$ cat src/rtl/pipe_hazard_ctrl.sv
// pipe_hazard_ctrl: stall/flush sequencer for a 5-stage RV32 pipeline with mem-wait FSM and perf counters
module pipe_hazard_ctrl #(
   parameter int TIMEOUT = 16,
   parameter int CNT_W   = 16
) (
   input  logic             clk,
   input  logic             rst,
   input  logic [4:0]       rs1_D,
   input  logic [4:0]       rs2_D,
   input  logic             use_rs1_D,
   input  logic             use_rs2_D,
   input  logic [4:0]       rd_E,
   input  logic [1:0]       wb_ctrl_E,
   input  logic             we_reg_E,
   input  logic             branch_taken_E,
   input  logic             mem_req_M,
   input  logic             mem_ready,
   output logic             stall_F,
   output logic             stall_D,
   output logic             stall_E,
   output logic             stall_M,
   output logic             flush_D,
   output logic             flush_E,
   output logic             bubble_W,
   output logic             mem_err,
   output logic [CNT_W-1:0] stall_cnt,
   output logic [CNT_W-1:0] flush_cnt
);
   localparam int WW = $clog2(TIMEOUT + 1);
   typedef enum logic [1:0] {RUN, MEM_WAIT, ERR} state_t;
   state_t state, state_nx;
   logic [WW-1:0] wait_cnt, wait_nx;
   logic in_err, mem_wait, branch, load_use, hold;
   // hazard resolution by priority (ERR, mem_wait, branch, load-use) and next-state logic
   always_comb begin
      in_err   = state == ERR;
      mem_wait = !in_err && mem_req_M && !mem_ready;
      branch   = !in_err && !mem_wait && branch_taken_E;
      load_use = !in_err && !mem_wait && !branch_taken_E && wb_ctrl_E == 2'b01 && we_reg_E && rd_E != 5'd0 &&
                 ((rd_E == rs1_D && use_rs1_D) || (rd_E == rs2_D && use_rs2_D));
      hold     = !rst && (in_err || mem_wait);
      stall_F  = hold || (!rst && load_use);
      stall_D  = stall_F;
      stall_E  = hold;
      stall_M  = hold;
      bubble_W = hold;
      flush_D  = !rst && branch;
      flush_E  = !rst && (branch || load_use);
      state_nx = state;
      wait_nx  = wait_cnt;
      case (state)
         RUN: begin
            state_nx = mem_wait ? MEM_WAIT : RUN;
            wait_nx  = mem_wait ? WW'(1) : '0;
         end
         MEM_WAIT: begin
            state_nx = (!mem_req_M || mem_ready) ? RUN : (wait_cnt == WW'(TIMEOUT - 1)) ? ERR : MEM_WAIT;
            wait_nx  = (!mem_req_M || mem_ready) ? '0 : (wait_cnt == WW'(TIMEOUT - 1)) ? wait_cnt : wait_cnt + 1'b1;
         end
         ERR: state_nx = ERR;
         default: begin
            state_nx = RUN;
            wait_nx  = '0;
         end
      endcase
   end
   // state, sticky error flag and saturating performance counters
   always_ff @(posedge clk) begin
      if (rst) begin
         state     <= RUN;
         wait_cnt  <= '0;
         mem_err   <= 1'b0;
         stall_cnt <= '0;
         flush_cnt <= '0;
      end else begin
         state    <= state_nx;
         wait_cnt <= wait_nx;
         mem_err  <= state_nx == ERR;
         if (stall_F && stall_cnt != '1) stall_cnt <= stall_cnt + 1'b1;
         if (flush_D && flush_cnt != '1) flush_cnt <= flush_cnt + 1'b1;
      end
   end
endmodule

$ cat config.mk
export PLATFORM = sky130hd
export DESIGN_NAME = pipe_hazard_ctrl
export DESIGN_NICKNAME = d
export VERILOG_FILES = /design/src/rtl/pipe_hazard_ctrl.sv
export SDC_FILE = /design/constraint.sdc
export NUM_CORES = 1
export LEC_CHECK = 0
export BUFFER_PORTS_ARGS = -buffer_cell sky130_fd_sc_hd__buf_2
export CAP_MARGIN = 10
export CORE_MARGIN = 2
export CORE_UTILIZATION = 35
export DETAILED_ROUTE_END_ITERATION = 8
export PLACE_DENSITY = 0.63
export SYNTH_ARGS = -nofsm -noshare
export SYNTH_HDL_FRONTEND = slang
export SYNTH_SLANG_ARGS = --single-unit
$ cat constraint.sdc
create_clock -name clk -period 5.6 [get_ports clk]
set_input_delay 0.84 -clock clk [delete_from_list [all_inputs] [get_ports clk]]
set_output_delay 0.84 -clock clk [all_outputs]
set_load 0.005 [all_outputs]
Yosys cells after proc, flatten, opt, wreduce, memory -nomap -nowiden
Index checks and enable logic that the tools add are counted.

storage, ports and cells
  input bits = 25
  register bits after elaboration = 40
  output and inout port bits = 40

cells by class
  equal/unequal tests = 10
  bitwise logic cells = 1
  add/subtract/negate cells = 3
  mux-type cells = 8
  reduce and logical (&&, ||, !) cells = 31

operators with widths
  kind                                            number
  adder 16 x 1 -> 16 bit (second input constant)  2
  != test 16 bit (second input constant)          2
  logical AND 1 bit                               17
  case mux 5 bit (3 select lines)                 1
  == test 5 bit                                   2
  two-way mux 5 bit                               2
  logical NOT 1 bit                               6
  case mux 2 bit (3 select lines)                 1
  adder 5 x 1 -> 5 bit (second input constant)    1
  == test 5 x 4 -> 1 bit (second input constant)  1
  logical OR 1 bit                                5
  nonzero test 5 bit                              1
  == test 2 x 1 -> 1 bit (second input constant)  2
  == test 2 bit (second input constant)           2
  two-way mux 2 bit                               2
  != test 3 bit (second input constant)           1
  logical NOT 2 bit                               1
  two-way mux 1 bit                               2
  AND reduction 2 bit                             1
  NOT 1 bit                                       1

Longest topological paths before layout
  depth in word-level cells = 14
  mapped depth = 10
  mapped depth without buffers = 7

Worst setup path after synthesis
No wires, ideal clock.

  kind = input -> output
  from = input port rd_E[1]
  to = output port stall_F
  arrival time = 2322 ps
  cell stages on the path = 7
  setup slack = 2438 ps
  buffers on the path = 3
  cells stage by stage = or4_2 o21bai_1 o21ba_2 buf_2 buf_6 inv_1 buf_4

between the ends
  longest elaborated chain between the ends = 6
  elaborated cells on any way between the ends = 10

RTL lines
  what                 RTL line  RTL
  start: declaration   12        input logic [4:0] rd_E,
  == test 5 bit        40        ((rd_E == rs1_D && use_rs1_D) || (rd_E == rs2_D && use_rs2_D));
  logical AND 1 bit    40
  logical OR 1 bit     40
  logical AND 1 bit *  39        load_use = !in_err && !mem_wait && !branch_taken_E && wb_ctrl_E == 2'b01 && we_reg_E && rd_E != 5'd0 &&
  logical AND 1 bit *  42        stall_F = hold || (!rst && load_use);
  logical OR 1 bit *   42
  end: declaration     18        output logic stall_F,

Mark *: on every way between the ends. The rest lies on a longest branch, timed or not.

Worst setup path in the final report
  from = input port rst
  to = output port stall_F

between the ends
  longest elaborated chain between the ends = 3
  elaborated cells on any way between the ends = 4

RTL lines
  what                                         RTL line  RTL
  start: declaration                           7         input logic rst,
  logical NOT 1 bit *                          41, 42
  logical AND 1 bit, on equally long branches  41, 42
  logical OR 1 bit *                           42

Marked as above.

==> flow_summary.json <==
{
  "status": "complete, no violations",
  "synthFlopType": "dfxtp_1",
  "final_design_area_no_fill_sq_um": 2570,
  "clk_latency_ns": 0.29,
  "cts_sinks": 40,
  "start_util_pct": 36.2,
  "synth_fp_nets": 286,
  "gp_congestion": 0.814,
  "cts_resized": 0,
  "nets": 344,
  "drive_gt1_share_pct": 24.1,
  "powerDensity_nw_per_um2": 208,
  "diodes": 0,
  "yosysUniqueCellTypes": 49,
  "antenna_found_initial": 0,
  "ctsRootBufferMaster": "clkbuf_8",
  "die_w_um": 82.3,
  "cts_tree": "done",
  "clock_path_buffers": 2,
  "layoutNonFillerInstCount": 390,
  "r2r_setup_slack_ns": 3.26,
  "grt_pass1_vias": 1864,
  "fin_crit_ns": 3.43,
  "synth_top_area_share_pct": 37.3,
  "syn-mean-instance-area_sq_um": 8.34,
  "grt-ovfl-total": 0,
  "synth_area_leaders": "dfxtp_1 (37%), xor2_1 (5.3%), a21oi_1 (4.7%)",
  "power_frac_comb_pct": 7.4,
  "wirelength_mm": 5.25,
  "tns_ns": 0,
  "syn_area_sq_um": 2140,
  "timing.final.hold_violations": 0,
  "rr_startpoint": "stall_cnt[6]",
  "period_share_pct": 61.2,
  "std_cell_rows": 28,
  "yosys_register_bits": 40,
  "critPathCaptureType": "output port",
  "htreeDepth": 2,
  "die_area_sq_um": 6770,
  "dpl-instance-area_sq_um": 2470,
  "synth_warnings": 0,
  "irDropWorstVdd_mv": 0.222,
  "rsz0062_at_grt": "false",
  "grt_use_total_pct": 16.4,
  "area_growth_pct": 19.7,
  "die_h_um": 82.3,
  "crit_path_max_incr_delay_ns": 0.46,
  "cts-hold-fix-buffers": 0,
  "postCtsSetupRepairBufs": 0,
  "drt_iter0_drc": 90,
  "routedWlPerCell_um": 13.5,
  "p_leak_nw": 1.01,
  "dr.pass1.iters": 4,
  "reg2reg_to": "stall_cnt[1]",
  "crit_path_start": "rst",
  "critPathRequiredTime_ns": 4.76,
  "pin_count": 65,
  "setup_viol": 0,
  "crit_arrival_ns": 2.59,
  "crit_path_end": "stall_F",
  "grt_pass1_wl_mm": 8.67,
  "grt_max_degree": 34,
  "cp_top_family": "buffers and inverters",
  "r2r.worst_path.cells": 6,
  "worstMarginPinSlew_ns": 0.605,
  "p_switching_mw": 0.121,
  "startpoint_type": "primary input",
  "postRouteAntennaNets": 0,
  "cts_buffers": 5,
  "hpwl_mm": 3.93,
  "worstPathCellList": "buf_2 -> inv_1 -> nand4_1 -> o21bai_1 -> o21ba_2 -> inv_1 -> buf_2",
  "place_ws_ns": 2.15,
  "crit_buf_inv": 4,
  "drv_slew": 0,
  "power_frac_clock_pct": 38.4,
  "via_per_inst": 5.49,
  "p_seq_share_pct": 54.2,
  "worst-path-max-fanout": 33,
  "setup_slack_ns": 2.17,
  "hp-class": "flop to flop",
  "io_buffers": 64,
  "vias": 2140,
  "syn_inst": 257,
  "dp.cells": 383,
  "coreArea_sq_um": 5920,
  "worst-path-stages": 7,
  "max-slew-margin-rel_pct": 59.3,
  "max_cap_violations": 0,
  "synth_edf_count": 0,
  "clk_pin_slew_ns": 0.07,
  "ys_seq_area_share_pct": 37.3,
  "finalClockSkew_ns": 0.00451,
  "drc": 0,
  "fmax_mhz": 292,
  "swShare_pct": 22.7,
  "cp_slowest_cell": "buf_2",
  "synth_largest_area_cell": "dfxtp_1",
  "p_int_mw": 0.414,
  "worstSetupPathType": "primary input to output port",
  "async_flop_share_pct": 0
}
## area by class of cell
class / count / area, sq um
clock buffers: 7 / 96.3
fillers: 616 / 3350
flip-flops and latches: 40 / 801
well taps: 75 / 93.8
repair buffers: 64 / 320
multi-input cells: 194 / 1220
inverters: 10 / 37.5
## cells in the mapped netlist, drive strengths merged, types with 2 or more instances
cell and n:
o21ai 13, dfxtp 40, o31ai 6, ha 4
nand3 15, a311oi 2, buf 8, nor4 9
clkbuf 4, nand2b 2, or4 6, or3 7
a21oi 20, o311ai 2, nand4 12, o211ai 2
xnor2 7, a22oi 2, o41ai 2, nor3 4
and2 3, inv 10, nor2 21, and3 2
xor2 13, o31a 3, o21a 2, and4 4
nand2 20
## sequential cells by signal, summed over array words and instances, names as in the netlist
signal     cells
state          2
flush_cnt     16
wait_cnt       5
mem_err        1
stall_cnt     16
## power groups by stage
stage / Sequential [mW] / Clock (mW) / Combinational (mW)
after detailed placement: 0.296 / 0 / 0.0396
after global placement: 0.296 / 0 / 0.0389
after global routing: 0.290 / 0.225 / 0.0445
after CTS: 0.290 / 0.214 / 0.0397
final: 0.290 / 0.206 / 0.0395
after floorplan: 0.296 / 0 / 0.0246
## layer usage
layer	part of all wire (%)	wire length [um]	up-vias	track usage [%]
met5	0	0	-	0
met4	1.5	80	0	6.67
met3	6.7	349	10	3.48
met2	45	2380	70	24.8
met1	46	2440	996	22.6
li1	-	-	1064	-
## kinds of logic (layout without fill, tap and decap cells)
family / Yosys count / count (layout) / synth area share [%]
mux: 1 / 1 / 0.467
flops: 40 / 40 / 37.3
compound gates: 60 / 60 / 18.1
xor+xnor: 20 / 20 / 8.17
fa+ha+maj: 4 / 4 / 2.33
buf+inv: 23 / 81 / 5.89
simple gates: 109 / 109 / 27.7
## worst min path at each step
stage / from / to / slack (ns) / depth (start not counted)
global route: state[1] / state[0] / 0.48 / 1
floorplan: state[1] / state[0] / 0.42 / 1
global placement: state[1] / state[0] / 0.44 / 1
detailed placement: state[1] / state[0] / 0.45 / 1
finish: state[1] / state[0] / 0.46 / 1
CTS: state[1] / state[0] / 0.46 / 1
## placed cells by master, fill, tap and decap left out, types with 4 or more instances in the layout
cell type | synthesis | layout
dfxtp_1 | 40 | 40
and4_1 | 4 | 4
o31ai_1 | 6 | 6
inv_1 | 10 | 10
nand2_1 | 20 | 20
nor2_1 | 21 | 21
nor4_1 | 8 | 8
nor3_1 | 4 | 4
or3_1 | 6 | 6
xnor2_1 | 7 | 7
ha_1 | 4 | 4
xor2_1 | 13 | 13
nand3_1 | 15 | 15
or4_1 | 5 | 5
clkbuf_8 | 0 | 7
nand4_1 | 12 | 12
buf_2 | 3 | 64
o21ai_0 | 13 | 13
a21oi_1 | 20 | 20
## metrics by stage
stage	power (mW)	utilization [%]	hold slack [ns]
final	0.535	43.3	0.460
after global routing	0.559	43.3	0.477
after CTS	0.543	43.3	0.460
after detailed placement	0.336	41.7	0.449
after global placement	0.335	41.7	0.443
after floorplan	0.320	-	0.425
(Power assumes the default switching activity.)
